$ cat src/rtl/seven_seg_capture.sv
// Receive-side monitor for a multiplexed 7-segment bus: synchronises the scanned pins, waits for
// each dwell to settle, decodes the glyph back to hex and reports full-frame refreshes.
module seven_seg_capture #(
    parameter int unsigned SettleCycles = 4,
    parameter int unsigned SyncStages   = 2
) (
    input  logic        clk_i,
    input  logic        rst_ni,
    input  logic [7:0]  an_i,
    input  logic [6:0]  seg_i,
    input  logic        clr_err_i,
    output logic [31:0] digit_val_o,
    output logic [7:0]  digit_blank_o,
    output logic        frame_done_o,
    output logic        err_multi_o,
    output logic        err_pattern_o
);

    localparam int unsigned CntW = (SettleCycles < 2) ? 1 : $clog2(SettleCycles + 1);
    localparam logic [CntW-1:0] CntMax = CntW'(SettleCycles);
    localparam logic [CntW-1:0] CntCap = CntW'(SettleCycles - 1);

    logic [14:0]     sync_q [SyncStages];
    logic [14:0]     prev_q;
    logic [CntW-1:0] cnt_q, cnt_d;
    logic [31:0]     val_q, val_d;
    logic [7:0]      blank_q, blank_d;
    logic [7:0]      seen_q, seen_d;
    logic            frame_q, frame_d;
    logic            multi_q, multi_d;
    logic            pat_q, pat_d;

    logic [14:0] cur;
    logic [7:0]  cur_an_low;
    logic [6:0]  cur_p;
    logic        stable;
    logic        capture;
    logic        one_hot;
    logic        many_low;
    logic [4:0]  dec;
    logic [7:0]  seen_next;
    logic        multi_set;
    logic        pat_set;

    // {valid, hex} for an active-high pattern (bit6 = a .. bit0 = g).
    function automatic logic [4:0] decode_glyph(input logic [6:0] p);
        logic [4:0] r;
        r = 5'b0;
        case (p)
            7'h7E:   r = {1'b1, 4'h0};
            7'h30:   r = {1'b1, 4'h1};
            7'h6D:   r = {1'b1, 4'h2};
            7'h79:   r = {1'b1, 4'h3};
            7'h33:   r = {1'b1, 4'h4};
            7'h5B:   r = {1'b1, 4'h5};
            7'h5F:   r = {1'b1, 4'h6};
            7'h70:   r = {1'b1, 4'h7};
            7'h7F:   r = {1'b1, 4'h8};
            7'h7B:   r = {1'b1, 4'h9};
            7'h77:   r = {1'b1, 4'hA};
            7'h1F:   r = {1'b1, 4'hB};
            7'h4E:   r = {1'b1, 4'hC};
            7'h3D:   r = {1'b1, 4'hD};
            7'h4F:   r = {1'b1, 4'hE};
            7'h47:   r = {1'b1, 4'hF};
            default: r = 5'b0;
        endcase
        return r;
    endfunction

    always_ff @(posedge clk_i or negedge rst_ni) begin
        if (!rst_ni) begin
            for (int k = 0; k < int'(SyncStages); k++) begin
                sync_q[k] <= '1;
            end
        end else begin
            sync_q[0] <= {an_i, seg_i};
            for (int k = 1; k < int'(SyncStages); k++) begin
                sync_q[k] <= sync_q[k-1];
            end
        end
    end

    assign cur        = sync_q[SyncStages-1];
    assign cur_an_low = ~cur[14:7];
    assign cur_p      = ~cur[6:0];
    assign stable     = (cur == prev_q);
    assign one_hot    = (cur_an_low != 8'h00) && ((cur_an_low & (cur_an_low - 8'd1)) == 8'h00);
    assign many_low   = (cur_an_low != 8'h00) && !one_hot;
    assign dec        = decode_glyph(cur_p);

    // Saturation keeps cnt_d from revisiting CntCap, so one evaluation per dwell.
    always_comb begin
        cnt_d = '0;
        if (stable) begin
            cnt_d = (cnt_q == CntMax) ? cnt_q : cnt_q + CntW'(1);
        end
    end

    assign capture = (cnt_d == CntCap);

    always_comb begin
        val_d     = val_q;
        blank_d   = blank_q;
        seen_next = seen_q;
        multi_set = 1'b0;
        pat_set   = 1'b0;
        if (capture) begin
            if (many_low) begin
                multi_set = 1'b1;
            end else if (one_hot) begin
                for (int i = 0; i < 8; i++) begin
                    if (cur_an_low[i]) begin
                        if (dec[4]) begin
                            val_d[4*i +: 4] = dec[3:0];
                            blank_d[i]      = 1'b0;
                            seen_next[i]    = 1'b1;
                        end else if (cur_p == 7'h00) begin
                            val_d[4*i +: 4] = 4'h0;
                            blank_d[i]      = 1'b1;
                            seen_next[i]    = 1'b1;
                        end else begin
                            pat_set = 1'b1;
                        end
                    end
                end
            end
        end

        frame_d = 1'b0;
        seen_d  = seen_next;
        if (seen_next == 8'hFF) begin
            frame_d = 1'b1;
            seen_d  = 8'h00;
        end

        // A new error in the clearing cycle still sets the flag.
        multi_d = (multi_q && !clr_err_i) || multi_set;
        pat_d   = (pat_q && !clr_err_i) || pat_set;
    end

    always_ff @(posedge clk_i or negedge rst_ni) begin
        if (!rst_ni) begin
            prev_q  <= '1;
            cnt_q   <= '0;
            val_q   <= '0;
            blank_q <= 8'hFF;
            seen_q  <= '0;
            frame_q <= 1'b0;
            multi_q <= 1'b0;
            pat_q   <= 1'b0;
        end else begin
            prev_q  <= cur;
            cnt_q   <= cnt_d;
            val_q   <= val_d;
            blank_q <= blank_d;
            seen_q  <= seen_d;
            frame_q <= frame_d;
            multi_q <= multi_d;
            pat_q   <= pat_d;
        end
    end

    assign digit_val_o   = val_q;
    assign digit_blank_o = blank_q;
    assign frame_done_o  = frame_q;
    assign err_multi_o   = multi_q;
    assign err_pattern_o = pat_q;

endmodule
$ cat config.mk
export PLATFORM = sky130hd
export DESIGN_NAME = seven_seg_capture
export DESIGN_NICKNAME = d
export VERILOG_FILES = /design/src/rtl/seven_seg_capture.sv
export SDC_FILE = /design/constraint.sdc
export NUM_CORES = 1
export LEC_CHECK = 0
export CAP_MARGIN = 20
export CELL_PAD_IN_SITES_DETAIL_PLACEMENT = 2
export CELL_PAD_IN_SITES_GLOBAL_PLACEMENT = 2
export CORE_MARGIN = 4
export CORE_UTILIZATION = 38
export CTS_BUF_LIST = sky130_fd_sc_hd__clkbuf_2
export DETAILED_ROUTE_END_ITERATION = 16
export GPL_TIMING_DRIVEN = 0
export HOLD_SLACK_MARGIN = 0.12
export PLACE_DENSITY_LB_ADDON = 0.1
export SKIP_LAST_GASP = 1
export SLEW_MARGIN = 10
export SYNTH_ARGS = -nofsm -noshare
export SYNTH_HDL_FRONTEND = slang
export SYNTH_SLANG_ARGS = --single-unit
export TNS_END_PERCENT = 10
$ cat constraint.sdc
create_clock -name clk_i -period 3.86 [get_ports clk_i]
set_input_delay 0.965 -clock clk_i [delete_from_list [all_inputs] [get_ports clk_i]]
set_output_delay 0.965 -clock clk_i [all_outputs]
set_load 0.02 [all_outputs]
-- After elaboration in Yosys (flattened, before gate mapping)
Index checks and enable logic that the tools add are counted.
- input bits: 18
- word-level logic and storage cells: 141
- output and inout port bits: 43
- bits in registers: 99
- add/sub/neg operators: 2
- bitwise operators: 4
- mux-type cells: 71
- reductions and logical operators: 20
- eq/ne operators: 20
- operators with widths (cell ; number):
    equality test 7 bit, second input constant ; 12
    one-hot mux 5 bit (16 select lines) ; 1
    2-to-1 mux 1 bit ; 62
    AND reduction 5 bit ; 8
    2-to-1 mux 8 bit ; 4
    equality test 7 x 6 -> 1 bit, second input constant ; 3
    equality test 15 bit ; 1
    bitwise AND 8 bit ; 1
    equality test 8 bit, second input constant ; 1
    zero test 8 bit ; 1
    2-to-1 mux 4 bit ; 2
    inverter 8 bit ; 1
    nonzero test 8 bit ; 1
    subtractor 8 x 1 -> 8 bit, second input constant ; 1
    equality test 7 x 5 -> 1 bit, second input constant ; 1
    zero test 7 bit ; 1
    inverter 7 bit ; 1
    2-to-1 mux 3 bit ; 2
    logical AND 1 bit ; 4
    adder 3 x 1 -> 3 bit, second input constant ; 1
    equality test 3 x 2 -> 1 bit, second input constant ; 1
    equality test 3 bit, second input constant ; 1
    zero test 1 bit ; 2
    logical OR 1 bit ; 2
    2 further kinds ; 2

-- Longest topological paths before layout
Gate-level depths: netlist (run 1).
- depth after elaboration: 36
- depth in mapped cells: 9
- mapped depth without buffers: 9

-- Worst setup path after synthesis (run 1)
Ideal clock, no wire load.
- path type: reg-to-reg
- start: register sync_q (netlist bit cur[5])
- end: register val_q[0], in the netlist digit_val_o[0]
- setup time: 125 ps
- path slack: 1126 ps
- path buffers: 1
- arrival time: 2610 ps
- stages on the path, launching flop included: 9
- required time: 3735 ps
- period minus slack after synthesis: 2734 ps
- cells stage by stage: dfstp_2 -> buf_2 -> xor2_1 -> nor4_2 -> nand4_2 -> nor4_4 -> nand2_1 -> nor2_1 -> mux2_2
- word-level cells in the longest chain between the ends: 5
- elaborated cells between the ends (all ways): 25
- classes of those cells: eq/ne (18); mux (3); bitwise (1); reduce/logical (3)
- ends and longest elaborated chain (what ; line ; text):
    from (decl) ; 23 ; logic [14:0] sync_q [SyncStages];
    from (signal, indexed assignment) ; 79 ; sync_q[k] <= sync_q[k-1];
    inverter 7 bit ; 86 ; assign cur_p = ~cur[6:0];
    equality test 7 bit (tied with other cells) ; 49 ; case (p)
    one-hot mux 5 bit (16 select lines) ; 49 ;
    nonzero test 2 bit (no line) ; - ;
    AND reduction 5 bit (no line) ; - ;
    to (signal assigned) ; 155 ; val_q <= val_d;
    to (decl) ; 26 ; logic [31:0] val_q, val_d;
Parallel ways exist; a longest one is shown, timed or not.
A chain may end at the register's enable or synchronous reset.

-- Worst setup path in the final report (run 1)
- start: register sync_q (netlist bit cur[5])
- end: register val_q[6], in the netlist digit_val_o[6]
The elaborated chain is that of the path after synthesis.

==> results of run 1 <==
[registers in the layout, summed over array words and instances, names as in the netlist]
signal	flops
digit_blank_o	8
err_pattern_o	1
prev_q	15
sync_q	15
digit_val_o	32
cur	15
seen_q	8
cnt_q	3
err_multi_o	1
frame_done_o	1
[worst max-delay path, stage by stage, from the launching register on]
cell and delay, ns:
sky130_fd_sc_hd__dfstp_2 0.58, sky130_fd_sc_hd__buf_2 0.18, sky130_fd_sc_hd__xor2_1 0.10, sky130_fd_sc_hd__nor4_2 0.34, sky130_fd_sc_hd__nand4_2 0.26, sky130_fd_sc_hd__nor4_4 0.67, sky130_fd_sc_hd__nand2_1 0.43, sky130_fd_sc_hd__nor2_1 0.51
sky130_fd_sc_hd__mux2_2 0.39
[where the power goes]
group | total, mW | leakage (nW) | internal [mW] | switching [mW]
clock | 0.527 | 0.0765 | 0.161 | 0.366
sequential | 1.11 | 1.20 | 1.08 | 0.0245
combinational | 0.110 | 0.784 | 0.0423 | 0.0680
total | 1.75 | 2.06 | 1.29 | 0.459
[metal layers]
layer / up-vias / track usage (%) / wire, um
met5: - / 0 / 0
met4: 0 / 5.54 / 139
met3: 12 / 7.92 / 592
met2: 44 / 29.1 / 5040
met1: 1398 / 23.5 / 4450
li1: 1183 / - / -
[cells by family after synthesis]
group | after synthesis | synth area share [%]
DFF | 99 | 63.9
and+or+nand+nor | 67 | 10.4
muxes | 41 | 11.3
AOI/OAI and AO/OA | 38 | 6.32
buffers and inverters | 30 | 3.24
xor gates and xnor gates | 18 | 3.96
adders and majority gates | 3 | 0.880
[synthesized netlist by cell type (all sizes together) (3+ instances only)]
cell type,count
o211ai,4
dfstp,53
nand2,10
buf,5
nand4,4
nand2b,3
inv,21
a31oi,9
a21oi,11
o21ai,3
mux2,32
nand3b,3
nor4,9
nor3,5
nand3,5
clkbuf,4
dfrtp,46
nor2,16
mux2i,9
xor2,16
[worst paths after layout]
| kind | startpoint | endpoint | slack [ns] |
|---|---|---|---|
| worst max-delay path | cur[5]$_DFF_PN1_ | digit_val_o[6]$_DFFE_PN0P_ | 0.35 |
| worst min-delay path | rst_ni | err_multi_o$_DFF_PN0_ | 0.31 |
| worst max register to register | cur[5]$_DFF_PN1_ | digit_val_o[6]$_DFFE_PN0P_ | 0.35 |
| worst min register to register | sync_q[25]$_DFF_PN1_ | cur[10]$_DFF_PN1_ | 0.35 |
| max in group asynchronous | rst_ni | digit_blank_o[0]$_DFFE_PN1P_ | 2.83 |
| min in group clk_i | sync_q[25]$_DFF_PN1_ | cur[10]$_DFF_PN1_ | 0.35 |
[layout make-up]
type,count,area [sq um],area share [%]
well taps,136,170,3.47
repair buffers,61,626,12.7
clock inverters,6,71.3,1.45
inverters,21,78.8,1.61
flip-flops and latches,99,2540,51.8
clock buffers,10,50.0,1.02
multi-input cells,167,1320,26.8
plain buffers,9,50.0,1.02
==> impl_metrics.sql, run 1 <==
INSERT INTO impl_metrics (metric_group, metric, value, unit) VALUES
('timing', 'timing.final.setup_violations', '0', ''),
('clock_network', 'tritoncts.num_buffers', '9', ''),
('global_route', 'aggregate_global_route_resource_usage', '18.6', '%'),
('timing', 'setup_ws', '0.346', 'ns'),
('clock_network', 'cts_hold_buf', '0', ''),
('power_and_ir_drop', 'power.static_leakage', '2.06', 'nW'),
('timing', 'worst-slew-pin-transition', '0.856', 'ns'),
('critical_path', 'worstSetupPathType', 'reg -> reg', ''),
('die', 'pin_count', '61', ''),
('power_and_ir_drop', 'ir_worst_vdd', '0.211', 'mV'),
('global_route', 'grt_max_degree', '60', ''),
('drt', 'ant_nets', '0', ''),
('yosys', 'synth_top_area_share', '35.0', '%'),
('die', 'chipWidth', '110', 'um'),
('global_route', 'gr_overflow_total', '0', ''),
('timing', 'slew_violations', '0', ''),
('critical_path', 'worstSetupEndpointType', 'flip-flop', ''),
('yosys', 'yosysSeqAreaShare', '63.9', '%'),
('critical_path', 'worst-endpoint-required', '4.38', 'ns'),
('critical_path', 'worst_r2r_path_depth', '8', ''),
('critical_path', 'timing.critical_path.arrival', '4.04', 'ns'),
('clock_network', 'clock_sink_count', '99', ''),
('clock_network', 'cts.repair.resized', '0', ''),
('timing', 'hold-worst-slack', '0.308', 'ns'),
('yosys', 'asyncSetResetFlopFracSynth', '100', '%'),
('drt', 'firstDrtPassIters', '4', ''),
('place', 'dp_slack', '0.275', 'ns'),
('finish', 'final_cell_count_no_fill', '509', ''),
('die', 'core_area', '10300', 'sq um'),
('drt', 'wl_per_cell', '20.1', 'um'),
('drt', 'dr.first_iter.drc_count', '78', ''),
('die', 'fp-row-count', '37', ''),
('yosys', 'dominant_cell_type_by_area_after_synthesis', 'sky130_fd_sc_hd__dfstp_2', ''),
('drt', 'totalWireLength', '10.2', 'mm'),
('clock_network', 'cts-root-buf', 'sky130_fd_sc_hd__clkbuf_2', ''),
('yosys', 'ys_top_cells_by_area', 'sky130_fd_sc_hd__dfstp_2 (35%), sky130_fd_sc_hd__dfrtp_1 (29%), sky130_fd_sc_hd__mux2_2 (9.0%)', ''),
('die', 'start_util', '38.8', '%'),
('outcome', 'outcome', 'complete, no violations', ''),
('place', 'routability_driven_placement_congestion_ratio', '0.835', ''),
('timing', 'setup-tns-final', '0', 'ns'),
('clock_network', 'tritoncts', 'built', ''),
('yosys', 'netlist-cell-type-count', '47', ''),
('timing', 'timing.final.hold_violations', '0', ''),
('clock_network', 'clkSlewWorstSetupHoldPaths', '0.25', 'ns'),
('yosys', 'synth_edf_count', '0', ''),
('die', 'die_height', '110', 'um'),
('yosys', 'synth_area', '3980', 'sq um'),
('finish', 'antenna_cells_inserted', '0', ''),
('critical_path', 'startpoint_type', 'flip-flop', ''),
('yosys', 'postSynth.topFlopCell', 'sky130_fd_sc_hd__dfstp_2', ''),
('finish', 'mostFrequentLayoutCell', 'sky130_fd_sc_hd__clkdlybuf4s50_1', ''),
('yosys', 'syn-instance-count', '296', ''),
('finish', 'most-common-layout-cells', 'sky130_fd_sc_hd__clkdlybuf4s50_1 (59), sky130_fd_sc_hd__dfstp_2 (53), sky130_fd_sc_hd__dfrtp_1 (46), sky130_fd_sc_hd__mux2_2 (32), sky130_fd_sc_hd__inv_1 (21)', ''),
('global_route', 'first_pass_grt_wire_length', '16.6', 'mm'),
('drt', 'detail_route.vias_per_cell', '5.18', ''),
('clock_network', 'insertion_delay', '0.64', 'ns'),
('place', 'io_buffers', '60', ''),
('finish', 'flow.area_growth_from_synthesis', '23.2', '%'),
('timing', 'timing.final.crit_period', '3.51', 'ns'),
('finish', 'finish.utilization', '47.7', '%'),
('power_and_ir_drop', 'power-per-cell-area', '356', 'nW/um^2'),
('worst_hold_path', 'timing.hold.worst.class', 'in -> async', ''),
('global_route', 'initial_antenna_violation_count', '0', ''),
('timing', 'clock-skew-final', '0.0665', 'ns'),
('run', 'drv_cap', '0', ''),
('drt', 'detail_route.drc_violations', '0', ''),
('timing', 'achievable-frequency', '0.285', 'GHz'),
('clock_network', 'ctsLongestPathBuffers', '2', ''),
('clock_network', 'post_cts_buffers', '0', ''),
('yosys', 'ys_ff_latch', '99', ''),
('place', 'dpl.hpwl', '6.96', 'mm');
(Power assumes the default switching activity.)
==> run 2: changes to the inputs <==
--- a/config.mk
+++ b/config.mk
@@ -14,7 +14,7 @@
 export DETAILED_ROUTE_END_ITERATION = 16
 export GPL_TIMING_DRIVEN = 0
 export HOLD_SLACK_MARGIN = 0.12
-export PLACE_DENSITY_LB_ADDON = 0.1
+export PLACE_DENSITY = 0.87
 export SKIP_LAST_GASP = 1
 export SLEW_MARGIN = 10
 export SYNTH_ARGS = -nofsm -noshare
==> run 2 against run 1 <==
Sequential cell count did not move. Die area did not move. Cell count rose by 0.20%. Clock power fell by 14%. Sequential share of layout area rose by 0.35 points. Clock skew fell by 0.028 ns. Combinational power barely moved. Critical endpoint is now digit_val_o[16]$_DFFE_PN0P_. Highest routed layer unchanged.
==> impl_metrics.sql, run 2 (synthesis gave the netlist of run 1 again) <==
INSERT INTO impl_metrics (metric_group, metric, value, unit) VALUES
('outcome', 'outcome', 'complete, no violations', ''),
('timing', 'slew_violations', '0', ''),
('critical_path', 'worst-r2r-setup-slack', '0.41', 'ns'),
('timing', 'timing.final.hold_violations', '0', ''),
('drt', 'vias', '2638', ''),
('critical_path', 'timing.critical_path.arrival', '3.91', 'ns'),
('finish', 'mostFrequentLayoutCell', 'sky130_fd_sc_hd__clkdlybuf4s50_1', ''),
('power_and_ir_drop', 'power.clock.fraction', '27.0', '%'),
('drt', 'met2_length', '5.83', 'mm'),
('drt', 'totalWireLength', '11.3', 'mm'),
('critical_path', 'critPathMaxFanout', '10', ''),
('worst_hold_path', 'timing.hold.worst.class', 'in -> async', ''),
('clock_network', 'cts-root-buf', 'sky130_fd_sc_hd__clkbuf_2', ''),
('timing', 'worst_slew_margin_rel', '37.0', '%'),
('drt', 'dr.first_iter.drc_count', '91', ''),
('place', 'routability_driven_placement_congestion_ratio', '0.770', ''),
('timing', 'worst-slew-pin-transition', '0.940', 'ns'),
('timing', 'layout_worst_path_cycle_share', '89.3', '%'),
('timing', 'timing.final.crit_period', '3.45', 'ns'),
('timing', 'clock-skew-final', '0.0384', 'ns'),
('finish', 'final_cell_count_no_fill', '510', ''),
('finish', 'flow.area_growth_from_synthesis', '22.4', '%'),
('die', 'area_of_the_die', '12200', 'sq um'),
('clock_network', 'post_cts_buffers', '0', ''),
('clock_network', 'tritoncts.num_buffers', '9', ''),
('drt', 'routedLengthMet1', '4.68', 'mm'),
('drt', 'detail_route.vias_per_cell', '5.17', ''),
('clock_network', 'ctsLongestPathBuffers', '2', ''),
('place', 'dpl.hpwl', '7.97', 'mm'),
('global_route', 'grt_pass1_vias', '3088', ''),
('finish', 'most-common-layout-cells', 'sky130_fd_sc_hd__clkdlybuf4s50_1 (59), sky130_fd_sc_hd__dfstp_2 (53), sky130_fd_sc_hd__dfrtp_1 (46), sky130_fd_sc_hd__mux2_2 (32), sky130_fd_sc_hd__inv_1 (21)', ''),
('clock_network', 'cts_hold_buf', '0', ''),
('die', 'core_area', '10300', 'sq um'),
('finish', 'antenna_cells_inserted', '0', ''),
('drt', 'ant_nets', '0', ''),
('timing', 'grt_setup_unrepaired', 'false', ''),
('drt', 'wl_met3', '660', 'um'),
('die', 'chipWidth', '110', 'um'),
('critical_path', 'worst-endpoint-required', '4.33', 'ns'),
('clock_network', 'cts_htree_levels', '3', ''),
('power_and_ir_drop', 'cell_internal_pwr', '1.22', 'mW'),
('global_route', 'grt_max_degree', '65', ''),
('drt', 'wl_per_cell', '22.1', 'um'),
('clock_network', 'cts.repair.resized', '0', ''),
('critical_path', 'worst_path_slowest_cell', 'sky130_fd_sc_hd__nor4_4', ''),
('die', 'die_height', '110', 'um'),
('finish', 'finish.utilization', '47.4', '%'),
('place', 'postPlaceCellArea', '4780', 'sq um'),
('global_route', 'initial_antenna_violation_count', '0', ''),
('place', 'numPlacedInstances', '494', ''),
('clock_network', 'insertion_delay', '0.57', 'ns'),
('critical_path', 'worstSetupEndpointType', 'flip-flop', ''),
('critical_path', 'startpoint_type', 'flip-flop', ''),
('drt', 'highest_metal_layer_with_signal_wires', 'met4', ''),
('finish', 'drive_gt1_share', '30.7', '%'),
('power_and_ir_drop', 'power.switching_fraction', '27.2', '%'),
('global_route', 'first_pass_grt_wire_length', '17.9', 'mm'),
('timing', 'achievable-frequency', '0.290', 'GHz'),
('drt', 'firstDrtPassIters', '4', ''),
('critical_path', 'reg2reg_to', 'digit_val_o[16]$_DFFE_PN0P_', ''),
('global_route', 'gr_overflow_total', '0', ''),
('die', 'pin_count', '61', ''),
('die', 'fp-row-count', '37', ''),
('critical_path', 'critical_path.max_stage_delay', '0.63', 'ns'),
('critical_path', 'cp_cell_sequence', 'buf_2, xor2_1, nor4_2, nand4_2, nor4_4, nand2_1, nor2_1, mux2_2', ''),
('timing', 'setup_ws', '0.414', 'ns'),
('power_and_ir_drop', 'comb_power_share', '6.7', '%'),
('critical_path', 'worst_r2r_path_depth', '8', ''),
('clock_network', 'tritoncts', 'built', ''),
('power_and_ir_drop', 'ir_worst_vdd', '0.209', 'mV'),
('timing', 'timing.final.setup_violations', '0', ''),
('die', 'start_util', '38.8', '%'),
('clock_network', 'clkSlewWorstSetupHoldPaths', '0.30', 'ns'),
('place', 'dp_slack', '0.435', 'ns'),
('critical_path', 'r2r_start', 'cur[5]$_DFF_PN1_', ''),
('power_and_ir_drop', 'net_switching_power_figure', '0.454', 'mW'),
('power_and_ir_drop', 'pwr-share-seq', '66.3', '%'),
('place', 'io_buffers', '60', ''),
('critical_path', 'worstSetupPathType', 'reg -> reg', ''),
('finish', 'fin_area', '4870', 'sq um'),
('finish', 'largest_register_ff_count', '32', ''),
('global_route', 'aggregate_global_route_resource_usage', '19.8', '%'),
('finish', 'nets', '389', ''),
('power_and_ir_drop', 'power.static_leakage', '2.05', 'nW'),
('run', 'drv_cap', '0', ''),
('power_and_ir_drop', 'power-per-cell-area', '343', 'nW/um^2'),
('timing', 'setup-tns-final', '0', 'ns'),
('finish', 'nFillCells', '1016', ''),
('drt', 'detail_route.drc_violations', '0', ''),
('finish', 'multi_input_comb_area', '1310', 'sq um'),
('clock_network', 'clock_sink_count', '99', ''),
('finish', 'ff_latch_area', '2540', 'sq um'),
('critical_path', 'startpoint', 'cur[5]$_DFF_PN1_', '');
run 2: cell types whose count changed in the layout (fill, tap and decap cells not counted):
cell	change
sky130_fd_sc_hd__inv_4	+1
sky130_fd_sc_hd__buf_2	+1
sky130_fd_sc_hd__inv_6	-1
sky130_fd_sc_hd__bufinv_16	-1
sky130_fd_sc_hd__o311ai_2	-1
sky130_fd_sc_hd__inv_8	-1
sky130_fd_sc_hd__o311ai_1	+1
sky130_fd_sc_hd__clkinvlp_4	+1
sky130_fd_sc_hd__clkinv_1	-1
sky130_fd_sc_hd__clkinv_2	+2
run 2: per-layer routing:
layer | global-route usage [%] | up-vias
li1 | - | 1186
met1 | 24.2 | 1386
met2 | 34.0 | 58
met3 | 6.46 | 8
met4 | 5.10 | 0
met5 | 0 | -
run 2: area by class of cell:
cell class	count	area share, %
Clock buffer	10	1.03
Tap cell	136	3.49
Timing Repair Buffer	62	12.9
Clock inverter	6	0.847
Buffer	9	1.03
Multi-Input combinational cell	167	26.9
Sequential cell	99	52.2
Inverter	21	1.62
run 2: through the flow:
stage	total power [mW]	hold slack, ns
after global placement	1.22	0.346
final	1.67	0.295
after CTS	1.69	0.266
after floorplan	1.16	0.345
after global routing	1.75	0.239
after detailed placement	1.24	0.347
run 2: power by group through the flow:
stage | clock network (mW) | registers (mW) | logic [mW]
2_1_floorplan | 0 | 1.11 | 0.0512
3_3_place_gp | 0 | 1.12 | 0.103
3_5_place_dp | 0 | 1.12 | 0.113
4_1_cts | 0.468 | 1.11 | 0.115
5_1_grt | 0.517 | 1.11 | 0.124
6_report | 0.451 | 1.11 | 0.112
run 2: worst max-delay path, delay by kind of cell (launching register included):
family / cells / cell delay [ns]
DFF: 1 / 0.60
buffers and inverters: 1 / 0.18
xor gates and xnor gates: 1 / 0.11
muxes: 1 / 0.41
and+or+nand+nor: 5 / 2.08
run 2: how the worst max path moves through the flow:
stage                                       end  slack, ns
floorplan            digit_val_o[0]$_DFFE_PN0P_       1.13
global placement             cnt_q[0]$_DFF_PN0_      -1.67
detailed placement  digit_val_o[14]$_DFFE_PN0P_       0.44
CTS                 digit_val_o[16]$_DFFE_PN0P_       0.38
global route        digit_val_o[13]$_DFFE_PN0P_       0.15
finish              digit_val_o[16]$_DFFE_PN0P_       0.41
==> run 3: changes to the inputs <==
--- a/config.mk
+++ b/config.mk
@@ -9,12 +9,11 @@
 export CELL_PAD_IN_SITES_DETAIL_PLACEMENT = 2
 export CELL_PAD_IN_SITES_GLOBAL_PLACEMENT = 2
 export CORE_MARGIN = 4
-export CORE_UTILIZATION = 38
-export CTS_BUF_LIST = sky130_fd_sc_hd__clkbuf_2
+export CORE_UTILIZATION = 37
 export DETAILED_ROUTE_END_ITERATION = 16
 export GPL_TIMING_DRIVEN = 0
 export HOLD_SLACK_MARGIN = 0.12
-export PLACE_DENSITY = 0.87
+export PLACE_DENSITY = 0.85
 export SKIP_LAST_GASP = 1
 export SLEW_MARGIN = 10
 export SYNTH_ARGS = -nofsm -noshare
==> run 3 against run 2 <==
Sequential share of layout area decreased by 1.3 points. Core utilization up 0.52 points. Power is 15% higher. Via count decreased by 1.3%. Routed wire length decreased by 5.0%. Count of clock-buffer cells in the layout is the same. Combinational power hardly changed. Cell count stayed put. Die area increased by 2.5%. Highest routed layer unchanged. Critical path type unchanged. Sequential cell count unchanged.
==> impl_metrics.sql, run 3 (synthesis gave the netlist of run 1 again) <==
INSERT INTO impl_metrics (metric_group, metric, value, unit) VALUES
('outcome', 'outcome', 'complete, no violations', ''),
('global_route', 'groute.layer.met3.usage', '4.95', '%'),
('timing', 'timing.final.hold_violations', '0', ''),
('finish', 'flow.area_growth_from_synthesis', '25.4', '%'),
('global_route', 'globalRouteMet1Util', '23.3', '%'),
('timing', 'setup-tns-final', '0', 'ns'),
('place', 'io_buffers', '60', ''),
('finish', 'drive_gt1_share', '30.7', '%'),
('finish', 'finish.utilization', '48.0', '%'),
('drt', 'detail_route.drc_violations', '0', ''),
('finish', 'mostFrequentLayoutCell', 'sky130_fd_sc_hd__clkdlybuf4s50_1', ''),
('global_route', 'met2_usage', '30.7', '%'),
('timing', 'clock-skew-final', '0.0170', 'ns'),
('clock_network', 'post_cts_buffers', '0', ''),
('timing', 'achievable-frequency', '0.293', 'GHz'),
('clock_network', 'cts_hold_buf', '0', ''),
('timing', 'grt_setup_unrepaired', 'false', ''),
('clock_network', 'tritoncts', 'built', ''),
('timing', 'timing.final.setup_violations', '0', ''),
('power_and_ir_drop', 'power.static_leakage', '2.09', 'nW'),
('critical_path', 'critPathMaxFanout', '10', ''),
('global_route', 'grt_pass1_vias', '3095', ''),
('clock_network', 'insertion_delay', '0.38', 'ns'),
('timing', 'timing.final.crit_period', '3.42', 'ns'),
('critical_path', 'r2r_start', 'cur[5]$_DFF_PN1_', ''),
('global_route', 'first_pass_grt_wire_length', '17.8', 'mm'),
('drt', 'vias', '2604', ''),
('critical_path', 'startpoint', 'cur[5]$_DFF_PN1_', ''),
('timing', 'layout_worst_path_cycle_share', '88.5', '%'),
('worst_hold_path', 'min_from', 'sync_q[29]$_DFF_PN1_', ''),
('drt', 'dr.first_iter.drc_count', '85', ''),
('run', 'drv_cap', '0', ''),
('die', 'fp-row-count', '37', ''),
('critical_path', 'worstSetupEndpointType', 'flip-flop', ''),
('global_route', 'initial_antenna_violation_count', '0', ''),
('die', 'area_of_the_die', '12500', 'sq um'),
('finish', 'most-common-layout-cells', 'sky130_fd_sc_hd__clkdlybuf4s50_1 (59), sky130_fd_sc_hd__dfstp_2 (53), sky130_fd_sc_hd__dfrtp_1 (46), sky130_fd_sc_hd__mux2_2 (32), sky130_fd_sc_hd__inv_1 (21)', ''),
('finish', 'antenna_cells_inserted', '0', ''),
('timing', 'slew_violations', '0', ''),
('die', 'pin_count', '61', ''),
('die', 'start_util', '38.2', '%'),
('clock_network', 'ctsLongestPathBuffers', '2', ''),
('global_route', 'grt_max_degree', '63', ''),
('drt', 'totalWireLength', '10.7', 'mm'),
('drt', 'ant_nets', '0', ''),
('clock_network', 'cts-root-buf', 'sky130_fd_sc_hd__clkbuf_8', ''),
('die', 'die_height', '112', 'um'),
('drt', 'firstDrtPassIters', '4', ''),
('power_and_ir_drop', 'ir_worst_vdd', '0.240', 'mV'),
('finish', 'nFillCells', '1005', ''),
('timing', 'worst-slew-pin-transition', '0.856', 'ns'),
('worst_hold_path', 'timing.hold.worst.class', 'reg -> reg', ''),
('timing', 'worst_slew_margin_rel', '42.7', '%'),
('drt', 'detail_route.vias_per_cell', '5.11', ''),
('die', 'chipWidth', '112', 'um'),
('place', 'dpl.hpwl', '7.60', 'mm'),
('clock_network', 'clkSlewWorstSetupHoldPaths', '0.09', 'ns'),
('clock_network', 'cts_htree_levels', '3', ''),
('global_route', 'aggregate_global_route_resource_usage', '18.4', '%'),
('die', 'core_area', '10400', 'sq um'),
('clock_network', 'tritoncts.num_buffers', '9', ''),
('critical_path', 'startpoint_type', 'flip-flop', ''),
('place', 'routability_driven_placement_congestion_ratio', '0.820', ''),
('global_route', 'grt-busiest-layer', 'met2', ''),
('clock_network', 'clock_sink_count', '99', ''),
('critical_path', 'timing.critical_path.arrival', '3.68', 'ns'),
('clock_network', 'cts.repair.resized', '0', ''),
('drt', 'wl_per_cell', '21.0', 'um'),
('finish', 'nets', '389', ''),
('global_route', 'gr_overflow_total', '0', ''),
('power_and_ir_drop', 'power-per-cell-area', '383', 'nW/um^2'),
('critical_path', 'worstSetupPathType', 'reg -> reg', ''),
('critical_path', 'worst-endpoint-required', '4.13', 'ns'),
('finish', 'largest_register_ff_count', '32', '');
==> run 3: cell count changes in the layout (fill, tap and decap cells not counted), sizes merged <==
cell and change:
clkinv +1, clkinvlp -1, bufinv +1, inv -1
==> run 3: layer usage <==
layer | up-vias | routed length, um
met5 | - | 0
li1 | 1189 | -
met3 | 12 | 518
met1 | 1341 | 4740
met4 | 0 | 145
met2 | 62 | 5300
==> run 3: layout make-up <==
type,instances,area [sq um],area share (%)
plain buffers,9,50.0,1.00
clock buffers,10,138,2.76
clock inverters,6,73.8,1.48
inverters,21,78.8,1.58
multi-input cells,167,1310,26.2
flip-flops and latches,99,2540,50.9
well taps,136,170,3.41
repair buffers,62,631,12.6
==> run 3: worst max-delay path: stages (launching register included) <==
cell                      delay [ns]
sky130_fd_sc_hd__dfstp_2        0.55
sky130_fd_sc_hd__buf_2          0.18
sky130_fd_sc_hd__xor2_1         0.09
sky130_fd_sc_hd__nor4_2         0.31
sky130_fd_sc_hd__nand4_2        0.26
sky130_fd_sc_hd__nor4_4         0.63
sky130_fd_sc_hd__nand2_1        0.36
sky130_fd_sc_hd__nor2_1         0.52
sky130_fd_sc_hd__mux2_2         0.40
==> run 3: path summary, 6_finish.rpt <==
check                                                   end  slack (ns)  cells past startpoint
worst max-delay path             digit_val_o[0]$_DFFE_PN0P_        0.44                      8
worst min-delay path                      cur[14]$_DFF_PN1_        0.36                      0
worst max register to register   digit_val_o[0]$_DFFE_PN0P_        0.44                      8
worst min register to register            cur[14]$_DFF_PN1_        0.36                      0
max in group asynchronous              sync_q[19]$_DFF_PN1_        2.58                      2
min in group asynchronous       digit_val_o[26]$_DFFE_PN0P_        0.55                      1
==> run 3: stage by stage <==
step                      setup slack [ns]  hold slack, ns  power (mW)  std cells  instance area [sq um]
after floorplan                       1.13           0.345        1.16        296                   3980
after global placement               -1.67           0.346        1.22        492                   4750
after detailed placement             0.408           0.347        1.24        494                   4780
after CTS                            0.408           0.360        1.94        510                   4990
after global routing                 0.150           0.363        2.01        510                   4990
final                                0.445           0.357        1.91        510                   4990
==> run 3: where the power goes <==
group | internal [mW] | total (mW) | leakage [nW] | switching (mW)
clock | 0.324 | 0.699 | 0.107 | 0.375
combinational | 0.0424 | 0.110 | 0.787 | 0.0679
sequential | 1.08 | 1.10 | 1.20 | 0.0237
